`src/rtl/counter_load_sequencer_if.sv`:
```
// Load-side bundle between counter_load_sequencer and its counter/controller.
// Combinational wires only; no latency of its own.
// No backpressure: load strobes are fire-and-forget, the counter always accepts.
//
// Signal names are seen from the sequencer: *_i are sequencer inputs,
// *_o are sequencer outputs.
//   start_i     begin a sequence (honoured only when the sequencer is idle)
//   step_i      increment between successive load values
//   num_loads_i number of loads in the sequence
//   count_i     counter's current count
//   load_o      one-cycle load strobe to the counter
//   load_val_o  load value, zero whenever load_o is low
//   idx_o       index of the current or last-issued load
//   busy_o      sequence in progress
//   done_o      one-cycle end-of-sequence pulse
//   error_o     sticky watchdog error
interface counter_load_sequencer_if;
    logic       start_i;
    logic [3:0] step_i;
    logic [3:0] num_loads_i;
    logic [3:0] count_i;
    logic       load_o;
    logic [3:0] load_val_o;
    logic [3:0] idx_o;
    logic       busy_o;
    logic       done_o;
    logic       error_o;

    // Sequencer side.
    modport master (
        input  start_i, step_i, num_loads_i, count_i,
        output load_o, load_val_o, idx_o, busy_o, done_o, error_o
    );

    // Controller / counter side.
    modport slave (
        output start_i, step_i, num_loads_i, count_i,
        input  load_o, load_val_o, idx_o, busy_o, done_o, error_o
    );
endinterface

```
`src/rtl/counter_load_sequencer.sv`:
```
// Issues loads 0, step, 2*step, ... to a 4-bit up-counter, waiting for 4'hF after each.
// Latency: start sampled on one edge gives load_o in the next cycle; done_o one cycle after the last terminal count.
// No backpressure: start_i is ignored while busy; a per-load watchdog ends a stuck sequence with error_o.
//
// Ports:
//   clk    rising-edge clock
//   reset  synchronous active-high reset; aborts any sequence without a done pulse
//   bus    counter_load_sequencer_if.master (start/step/num_loads/count in,
//          load/load_val/idx/busy/done/error out)
module counter_load_sequencer #(
    parameter int WDOG_CYCLES = 16
) (
    input  logic                      clk,
    input  logic                      reset,
    counter_load_sequencer_if.master  bus
);
    localparam logic [1:0] S_IDLE = 2'd0;
    localparam logic [1:0] S_LOAD = 2'd1;
    localparam logic [1:0] S_WAIT = 2'd2;
    localparam logic [1:0] S_DONE = 2'd3;

    // Wide enough to hold WDOG_CYCLES itself, so the compare below never wraps.
    localparam int WW = $clog2(WDOG_CYCLES + 1);

    logic [1:0]    state_q, state_d;
    logic [3:0]    step_q, step_d;
    logic [3:0]    num_q, num_d;
    logic [3:0]    idx_q, idx_d;
    logic [WW-1:0] wdog_q, wdog_d;
    logic          error_q, error_d;

    logic [3:0]    load_val;
    logic          last_load;

    // Only the low nibble of idx*step is ever used; truncating the product is
    // exactly the mod-16 wrap of the load value.
    assign load_val  = 4'(idx_q * step_q);

    // Five-bit compare keeps idx+1 from wrapping.
    assign last_load = ({1'b0, idx_q} + 5'd1) == {1'b0, num_q};

    always_comb begin
        state_d = state_q;
        step_d  = step_q;
        num_d   = num_q;
        idx_d   = idx_q;
        wdog_d  = wdog_q;
        error_d = error_q;

        case (state_q)
            S_IDLE: begin
                if (bus.start_i) begin
                    step_d  = bus.step_i;
                    num_d   = bus.num_loads_i;
                    idx_d   = 4'd0;
                    error_d = 1'b0;
                    state_d = (bus.num_loads_i == 4'd0) ? S_DONE : S_LOAD;
                end
            end
            S_LOAD: begin
                wdog_d  = '0;
                state_d = S_WAIT;
            end
            S_WAIT: begin
                wdog_d = wdog_q + WW'(1);
                // Terminal count wins over the watchdog in the same cycle, so a
                // load of 0 (16 WAIT cycles) never trips the default timeout.
                if (bus.count_i == 4'hF) begin
                    if (last_load) begin
                        state_d = S_DONE;
                    end else begin
                        idx_d   = idx_q + 4'd1;
                        state_d = S_LOAD;
                    end
                end else if (wdog_q == WW'(WDOG_CYCLES - 1)) begin
                    // This is the WDOG_CYCLES-th WAIT cycle: give up on the rest.
                    error_d = 1'b1;
                    state_d = S_DONE;
                end
            end
            default: begin
                state_d = S_IDLE;
            end
        endcase
    end

    always_ff @(posedge clk) begin
        if (reset) begin
            state_q <= S_IDLE;
            step_q  <= 4'd0;
            num_q   <= 4'd0;
            idx_q   <= 4'd0;
            wdog_q  <= '0;
            error_q <= 1'b0;
        end else begin
            state_q <= state_d;
            step_q  <= step_d;
            num_q   <= num_d;
            idx_q   <= idx_d;
            wdog_q  <= wdog_d;
            error_q <= error_d;
        end
    end

    // All outputs decode straight from registered state.
    assign bus.load_o     = (state_q == S_LOAD);
    assign bus.load_val_o = (state_q == S_LOAD) ? load_val : 4'd0;
    assign bus.idx_o      = idx_q;
    assign bus.busy_o     = (state_q == S_LOAD) || (state_q == S_WAIT);
    assign bus.done_o     = (state_q == S_DONE);
    assign bus.error_o    = error_q;
endmodule

```
`src/flat_wrapper.sv`:
```
// flat-port wrapper written by rule: the top's interface ports become plain ports
module counter_load_sequencer_flat 
#(
    parameter int WDOG_CYCLES = 16
)
  (clk, reset, bus_start_i, bus_step_i, bus_num_loads_i, bus_count_i, bus_load_o, bus_load_val_o, bus_idx_o, bus_busy_o, bus_done_o, bus_error_o);
  counter_load_sequencer_if bus_i ();
  input  logic clk;
  input  logic reset;
  input wire logic [$bits(bus_i.start_i)-1:0] bus_start_i;
  input wire logic [$bits(bus_i.step_i)-1:0] bus_step_i;
  input wire logic [$bits(bus_i.num_loads_i)-1:0] bus_num_loads_i;
  input wire logic [$bits(bus_i.count_i)-1:0] bus_count_i;
  output wire logic [$bits(bus_i.load_o)-1:0] bus_load_o;
  output wire logic [$bits(bus_i.load_val_o)-1:0] bus_load_val_o;
  output wire logic [$bits(bus_i.idx_o)-1:0] bus_idx_o;
  output wire logic [$bits(bus_i.busy_o)-1:0] bus_busy_o;
  output wire logic [$bits(bus_i.done_o)-1:0] bus_done_o;
  output wire logic [$bits(bus_i.error_o)-1:0] bus_error_o;
  assign bus_i.start_i = bus_start_i;
  assign bus_i.step_i = bus_step_i;
  assign bus_i.num_loads_i = bus_num_loads_i;
  assign bus_i.count_i = bus_count_i;
  assign bus_load_o = bus_i.load_o;
  assign bus_load_val_o = bus_i.load_val_o;
  assign bus_idx_o = bus_i.idx_o;
  assign bus_busy_o = bus_i.busy_o;
  assign bus_done_o = bus_i.done_o;
  assign bus_error_o = bus_i.error_o;
  counter_load_sequencer #(.WDOG_CYCLES(WDOG_CYCLES)) u_core (.clk(clk), .reset(reset), .bus(bus_i));
endmodule
```
`config.mk`:
```
export PLATFORM = sky130hd
export DESIGN_NAME = counter_load_sequencer_flat
export DESIGN_NICKNAME = d
export VERILOG_FILES = /design/src/rtl/counter_load_sequencer_if.sv /design/src/rtl/counter_load_sequencer.sv /design/src/flat_wrapper.sv
export SDC_FILE = /design/constraint.sdc
export NUM_CORES = 1
export LEC_CHECK = 0
export CORE_MARGIN = 3
export CORE_UTILIZATION = 47
export CTS_BUF_LIST = sky130_fd_sc_hd__clkbuf_4 sky130_fd_sc_hd__clkbuf_8
export DETAILED_ROUTE_END_ITERATION = 10
export PLACE_DENSITY_LB_ADDON = 0.15
export SETUP_SLACK_MARGIN = 0.3
export SLEW_MARGIN = 20
export SYNTH_ARGS = -nofsm -noshare
export SYNTH_HDL_FRONTEND = slang
export SYNTH_SLANG_ARGS = --single-unit
```
`constraint.sdc`:
```
create_clock -name clk -period 2.8 [get_ports clk]
set_input_delay 0.84 -clock clk [delete_from_list [all_inputs] [get_ports clk]]
set_output_delay 0.84 -clock clk [all_outputs]
set_load 0.1 [all_outputs]
```
=== Word level (Yosys, flattened, before mapping) ===
Index checks and enable logic that the tools add are counted.

* Bits in registers: 20
* Input bits: 15
* Output and inout bits: 12
* Logic and storage cells: 47

* Add/subtract/negate cells: 3
* Multiply operators: 1
* Equal/unequal tests: 12
* Reductions and logical operators: 9
* Muxes and demuxes: 16

{| class="wikitable"
|+ Operators with widths
! kind !! count
|-
| 4-bit two-way mux || 4
|-
| 2-bit two-way mux || 5
|-
| 5-bit one-hot mux with 2 select lines || 1
|-
| 4-bit one-hot mux with 2 select lines || 1
|-
| 4-bit AND reduction || 2
|-
| 2-bit != test, second input constant || 3
|-
| 2-bit one-hot mux with 3 select lines || 1
|-
| 4-bit by 1-bit adder with 5-bit output, second input constant || 1
|-
| 5-bit by 1-bit adder with 5-bit output, second input constant || 1
|-
| 5-bit by 4-bit equality test with 1-bit output || 1
|-
| 5-bit by 4-bit equality test with 1-bit output, second input constant || 1
|-
| 4-bit by 1-bit adder with 4-bit output, second input constant || 1
|-
| 2-bit equality test, second input constant || 2
|-
| 4-bit equality test, second input constant || 1
|-
| 4-bit zero test || 1
|-
| 4-bit by 4-bit multiplier with 4-bit output || 1
|-
| 2-bit by 1-bit != test with 1-bit output, second input constant || 2
|-
| 2-bit AND reduction || 2
|-
| 2-bit nonzero test || 2
|-
| 1-bit two-way mux || 3
|-
| 3-bit by 1-bit != test with 1-bit output, second input constant || 1
|-
| 2-bit by 1-bit equality test with 1-bit output, second input constant || 1
|-
| 2-bit zero test || 1
|-
| 1-bit one-hot mux with 2 select lines || 1
|-
| 1-bit logical OR || 1
|}

=== Longest topological paths before layout ===
Gate-level depths: netlist of run 1.

* Depth in word-level cells: 5
* Mapped depth: 9
* Gate-level depth less buffers: 8

=== Worst setup path after synthesis of run 1 ===
OpenSTA, ideal clock, no wires.

* Kind: reg2out
* Start: reg u_core.idx_q[0] (netlist: u_core.bus.idx_o[0])
* End: out bus_load_val_o[3]
* Buffers on the path: 1
* Arrival time: 3.275 ns
* Path slack: -1.315 ns
* Required time: 1.960 ns
* Stages on the path, launching flop included: 10
* Cell sequence: dfxtp_1 -> buf_4 -> and2_1 -> ha_1 -> ha_1 -> ha_1 -> xor2_1 -> xnor2_1 -> xnor2_1 -> and2_1

* Word-level cells in the longest chain between the ends: 2

{| class="wikitable"
|+ RTL lines
! element !! line !! source
|-
| from (decl) || counter_load_sequencer.sv:28 || <nowiki>logic [3:0] idx_q, idx_d;</nowiki>
|-
| from (signal assigned) || counter_load_sequencer.sv:99 || <nowiki>idx_q <= idx_d;</nowiki>
|-
| 4-bit by 4-bit multiplier with 4-bit output || counter_load_sequencer.sv:37 || <nowiki>assign load_val = 4'(idx_q * step_q);</nowiki>
|-
| 4-bit two-way mux || counter_load_sequencer.sv:107 || <nowiki>assign bus.load_val_o = (state_q == S_LOAD) ? load_val : 4'd0;</nowiki>
|-
| to (decl) || flat_wrapper.sv:15 || <nowiki>output wire logic [$bits(bus_i.load_val_o)-1:0] bus_load_val_o;</nowiki>
|}

No other way between the ends.

=== Final worst setup path of run 1 ===
* Start: reg u_core.idx_q[1] (netlist: u_core.bus.idx_o[1])
* End: out bus_load_val_o[3]

The elaborated chain is that of the path after synthesis.

==> flow_summary.ini, run 1 <==
[clock_tree]
clk_latency_ns = 0.31
tritoncts = done
cts_sinks = 20
root_buffer = clkbuf_4
cts_buffer_depth = 2
clk_pin_slew_ns = 0.12
numCtsBuffers = 3
h-tree-depth = 1
post_cts_buffers = 0
ctsHoldBuffers = 0

[critical_path]
crit_arrival_ns = 2.26
path_depth = 9
cp-start-kind = flip-flop
max_stage_delay_ns = 0.36
endpoint_kind = primary output
path_cells = and2_4 > ha_4 > ha_4 > ha_4 > xor2_2 > xnor2_1 > xnor2_1 > and2_4 > buf_12
cp_slowest_cell = dfxtp_4
path_buf_inv = 1
worstRegToRegCells = 7
cpLargestDelayFamily = adder cells
path_max_fanout = 2
criticalPathCategory = flip-flop to primary output
cp.required_ns = 1.96
crit_path_frequent_cell = ha_4

[drt]
wire_per_inst_um = 14.6
drtIter0Drc = 39
drc = 0
routed_via_density = 5.65
ant_nets = 0
totalWireLength_um = 3140
dr.pass1.iters = 4
num_vias = 1215

[floorplanning]
die-area_mm2 = 0.00343
die_w_um = 58.5
start_util = 0.510
ios = 27
std_cell_rows = 18
dieHeight_um = 58.5
core_mm2 = 0.00254

[global_routing]
gr-usage-met2 = 0.309
grt-ovfl-total = 0
grt_max_degree = 18
grt_usage = 0.202
use_met3 = 0.0461
busiest_layer = met2
antenna_found_initial = 0
grt_first_pass_wirelength_um = 5290
grt_pass1_vias = 1113
grt_use_met1 = 0.276

[min_path]
min_path_type = flip-flop to flip-flop
whs_path_depth = 2

[timing]
timing_hold_violations_final = 0
fin_crit_sh = 1.11
finalCriticalPeriod_ns = 3.10
final.setup.tns_ns = -0.304
rsz0062_at_grt = yes
relSlewSlack = 0.582
setup_violations = 1
drv_slew = 0
setup_ws_ns = -0.304
fmax_mhz = 322
worstMarginPinSlew_ns = 0.626
clock_skew_ns = 0.00559

[logic_synthesis]
synth_cell_types = 43
syn-cell-area_mm2 = 0.00130
synth_seq_area_share = 0.309
synth-seq-cells = 20
synth_top_flop_cell = dfxtp_1
synth_warnings = 0
avgSynthCellArea_um2 = 8.32
synth-edff-count = 0
ys_async_sr_fraction = 0
synth_nets = 182
syn_inst = 156

[power_and_ir_drop]
peakVddDrop_uv = 785
p_leak_nw = 0.684
pwr_density_cell_mw_per_mm2 = 706

[finish]
nNetsFinal = 212
stdcell_area_mm2 = 0.00176
drive_gt1_frac = 0.249
fin_cells = 215
layout_commonest_cell = nand2_1
synthToLayoutAreaGrowth_pct = 35.7
post-route-util = 0.692
mostFrequentLayoutCells = nand2_1 (26), dfxtp_1 (15), clkdlybuf4s50_1 (14)
n_antenna_cell = 0

[placed_design]
port_buffers = 26
place_congestion = 0.818
placed_cells = 211
dpl_cell_area_mm2 = 0.00169
hpwl_um = 2340

[flow_run]
maxCapViolCount = 0

[outcome]
violations = negative setup slack
status = finished with violations
==> final cells by class <==
cell class              count  area [um^2]
clock buffers               3         22.5
clock inverters             1         30.0
fillers                   207          785
inverters                   5         18.8
multi-input cells         124          902
flip-flops and latches     20          412
well taps                  30         37.5
repair buffers             32          338
==> cell usage after synthesis, types with 2 or more instances <==
library cell	instances	area [um^2]
a211oi_1	2	15.0
a21oi_1	13	65.1
and2_1	8	50.1
and3_1	2	12.5
clkbuf_1	4	15.0
dfxtp_1	20	400
ha_1	11	138
inv_1	5	18.8
mux2_2	2	22.5
nand2_1	26	97.6
nand2b_1	2	12.5
nand3_1	6	30.0
nand4_1	2	12.5
nor2_1	10	37.5
nor3_1	2	10.0
nor3b_1	2	15.0
o21ai_0	3	15.0
o21ai_1	2	10.0
xnor2_1	7	61.3
xor2_1	4	35.0
==> report_power, final <==
group          leakage, nW  total (W)  switching, W  internal [W]
Combinational        0.490   0.000635      0.000420      0.000215
Sequential           0.166   0.000364     0.0000356      0.000329
Clock               0.0279   0.000243     0.0000984      0.000145
==> logic make-up after synthesis <==
group / Yosys count / share of synthesized area
AOI/OAI and AO/OA: 29 / 0.139
xor gates and xnor gates: 12 / 0.0868
adders and majority gates: 11 / 0.106
buffers and inverters: 12 / 0.0434
DFF: 20 / 0.309
muxes: 4 / 0.0434
and+or+nand+nor: 68 / 0.273
==> final timing paths <==
path                                          from                               end  slack [ns]
hold / removal       u_core.step_q[3]$_SDFFE_PP0P_     u_core.step_q[3]$_SDFFE_PP0P_        0.48
setup reg to reg    u_core.state_q[0]$_SDFFE_PP0P_  u_core.bus.idx_o[1]$_SDFFE_PP0P_        0.75
setup / recovery  u_core.bus.idx_o[1]$_SDFFE_PP0P_                 bus_load_val_o[3]       -0.30
hold reg to reg      u_core.step_q[3]$_SDFFE_PP0P_     u_core.step_q[3]$_SDFFE_PP0P_        0.48
==> tightest hold or removal path, cell delays in order, from the launching register on <==
cell,delay [ns]
dfxtp_1,0.33
nand2_1,0.06
a21oi_1,0.05
==> stage by stage <==
stage                     total power [W]  hold WS, ns  setup slack [ns]
after floorplan                  0.000836        0.436            -0.205
after global placement           0.000987        0.452            0.0818
after detailed placement         0.000998        0.462            0.0268
after CTS                         0.00124        0.479            -0.300
after global routing              0.00131        0.498            -0.377
final                             0.00124        0.475            -0.304
==> flip-flops by register name, summed over array words and instances, names as in the netlist <==
signal	cells
u_core.bus.error_o	1
u_core.bus.idx_o	4
u_core.num_q	4
u_core.state_q	2
u_core.step_q	4
u_core.wdog_q	5
==> routing by layer <==
metal,wire [um],share of wire
met3,209,0.066
met1,1450,0.46
met5,0,0
met4,26,0.0083
met2,1460,0.46
==> what timing repair did <==
item	in CTS	in global routing
setup endpoints to repair	2	3
endpoints found under the hold margin	0	0
resized for setup	3	2
pin swaps	4	4
(Power assumes the default switching activity.)
==> inputs of run 2 (changes only) <==
--- a/config.mk
+++ b/config.mk
@@ -5,6 +5,7 @@
 export SDC_FILE = /design/constraint.sdc
 export NUM_CORES = 1
 export LEC_CHECK = 0
+export CORE_ASPECT_RATIO = 0.5
 export CORE_MARGIN = 3
 export CORE_UTILIZATION = 47
 export CTS_BUF_LIST = sky130_fd_sc_hd__clkbuf_4 sky130_fd_sc_hd__clkbuf_8
==> run 2 against run 1 <==
  * The flow still finishes with violations (negative setup slack)
  * Total power shrank 2.0%
  * Clock skew grew 0.0013 ns
  * Cell count grew 2.8%
  * Clock power shrank 9.5%
  * Sequential cell count is the same
  * Via count shrank 5.7%
  * Hold slack lost 0.0077 ns
  * Clock-buffer cell count grew 1
  * Combinational power is essentially flat
==> flow_summary.ini, run 2 (synthesized netlist as in run 1, its figures left out) <==
[outcome]
status = finished with violations
violations = negative setup slack

[critical_path]
path_max_fanout = 2
path_cells = and2_4 > ha_4 > ha_4 > ha_4 > xor2_2 > xnor2_1 > xnor2_1 > and2_4 > buf_12
crit_arrival_ns = 2.14
cp-start-kind = flip-flop
criticalPathCategory = flip-flop to primary output
ff2ff_setup_slack_ns = 0.78
crit_path_frequent_cell = ha_4
cp_slowest_cell = dfxtp_4
endpoint_kind = primary output
r2r-start = u_core.state_q[0]$_SDFFE_PP0P_
max_stage_delay_ns = 0.34
worstRegToRegCells = 7
reg2reg_to = u_core.bus.idx_o[1]$_SDFFE_PP0P_
cp.required_ns = 1.96

[drt]
wire_per_inst_um = 12.9
totalWireLength_um = 2850
drtIter0Drc = 34
num_vias = 1146
drc = 0
ant_nets = 0
routed_via_density = 5.19
dr.pass1.iters = 4

[finish]
synthToLayoutAreaGrowth_pct = 36.8
layout_commonest_cell = nand2_1
stdcell_area_mm2 = 0.00178
largest_reg_flops = 5
n_antenna_cell = 0
nNetsFinal = 213
drive_gt1_frac = 0.253
top_register = u_core.wdog_q
mostFrequentLayoutCells = nand2_1 (26), dfxtp_1 (15), clkdlybuf4s50_1 (14), buf_4 (14), a21oi_1 (13)

[timing]
relSlewSlack = 0.563
drv_slew = 0
setup_violations = 1
worstMarginPinSlew_ns = 0.655
fin_hold_ws_ns = 0.468
rsz0062_at_grt = yes
finalCriticalPeriod_ns = 2.98
final.setup.tns_ns = -0.177
clock_skew_ns = 0.00692
fmax_mhz = 336
fin_crit_sh = 1.06
setup_ws_ns = -0.177
timing_hold_violations_final = 0

[floorplanning]
core_mm2 = 0.00242
die-area_mm2 = 0.00347
std_cell_rows = 12
start_util = 0.537
die_w_um = 80.3
ios = 27
dieHeight_um = 43.2

[global_routing]
grt_pass1_vias = 1071
grt_max_degree = 18
grt_first_pass_wirelength_um = 4780
grt_usage = 0.179
antenna_found_initial = 0
grt-ovfl-total = 0

[power_and_ir_drop]
p_leak_nw = 0.690
peakVddDrop_uv = 683
pwr_density_cell_mw_per_mm2 = 686

[placed_design]
port_buffers = 26
dpl_cell_area_mm2 = 0.00170
place_congestion = 0.809
hpwl_um = 2170

[clock_tree]
numCtsBuffers = 3
root_buffer = clkbuf_8
tritoncts = done
clk_latency_ns = 0.26
cts_buffer_depth = 2
cts_sinks = 20
clk_pin_slew_ns = 0.07
h-tree-depth = 1

[min_path]
whs_path_depth = 2
min_path_type = flip-flop to flip-flop
holdCritStartpoint = u_core.step_q[3]$_SDFFE_PP0P_
min_to = u_core.step_q[3]$_SDFFE_PP0P_

[flow_run]
maxCapViolCount = 0
## run 2: how the worst max path moves through the flow
| stage | slack [ns] | startpoint | endpoint | cells after the start |
|---|---|---|---|---|
| final | -0.18 | u_core.bus.idx_o[0]$_SDFFE_PP0P_ | bus_load_val_o[3] | 9 |
| after global routing | -0.29 | u_core.bus.idx_o[0]$_SDFFE_PP0P_ | bus_load_val_o[3] | 9 |
| after global placement | 0.08 | u_core.bus.idx_o[1]$_SDFFE_PP0P_ | bus_load_val_o[3] | 9 |
| after floorplan | -0.21 | u_core.bus.idx_o[0]$_SDFFE_PP0P_ | bus_load_val_o[3] | 9 |
| after CTS | -0.20 | u_core.bus.idx_o[0]$_SDFFE_PP0P_ | bus_load_val_o[3] | 9 |
| after detailed placement | 0.06 | u_core.bus.idx_o[1]$_SDFFE_PP0P_ | bus_load_val_o[3] | 9 |
## run 2: layout make-up
type,count,area [um^2]
Inverter,5,18.8
Clock buffer,4,55.1
Sequential cell,20,412
Fill cell,180,642
Timing Repair Buffer,33,345
Tap cell,35,43.8
Multi-Input combinational cell,124,901
## run 2: layer usage
layer,part of all wire,vias to the layer above,global-route usage
met5,0,-,0
met4,0.013,0,0.0640
met3,0.042,5,0.0445
met2,0.48,19,0.316
met1,0.47,522,0.210
li1,-,600,-
## run 2: power breakdown
part           switching [W]  internal, W  total [W]
logic               0.000416     0.000220   0.000636
registers          0.0000326     0.000329   0.000361
clock network      0.0000948     0.000125   0.000220
total               0.000544     0.000674    0.00122
## run 2: stage by stage
step	setup slack [ns]	power, W	instances	util
2_1_floorplan	-0.205	0.000836	156	-
3_3_place_gp	0.0751	0.000989	216	0.703
3_5_place_dp	0.0573	0.000995	216	0.703
4_1_cts	-0.199	0.00122	221	0.731
5_1_grt	-0.285	0.00129	221	0.734
6_report	-0.177	0.00122	221	0.734
## run 2: critical path, delay by kind of cell, from the launching register on
family,cells,cell delay (ns)
buf+inv,1,0.16
fa+ha+maj,3,0.61
simple gates,2,0.31
xor+xnor,3,0.45
flops,1,0.34
## run 2: what timing repair did
action	CTS	global route
buffers inserted	1	0
gates cloned	0	0
hold buffers	0	0
pin swaps	5	2
endpoints found under the hold margin	0	0
resized for setup	2	2
endpoints found under the setup margin	2	2
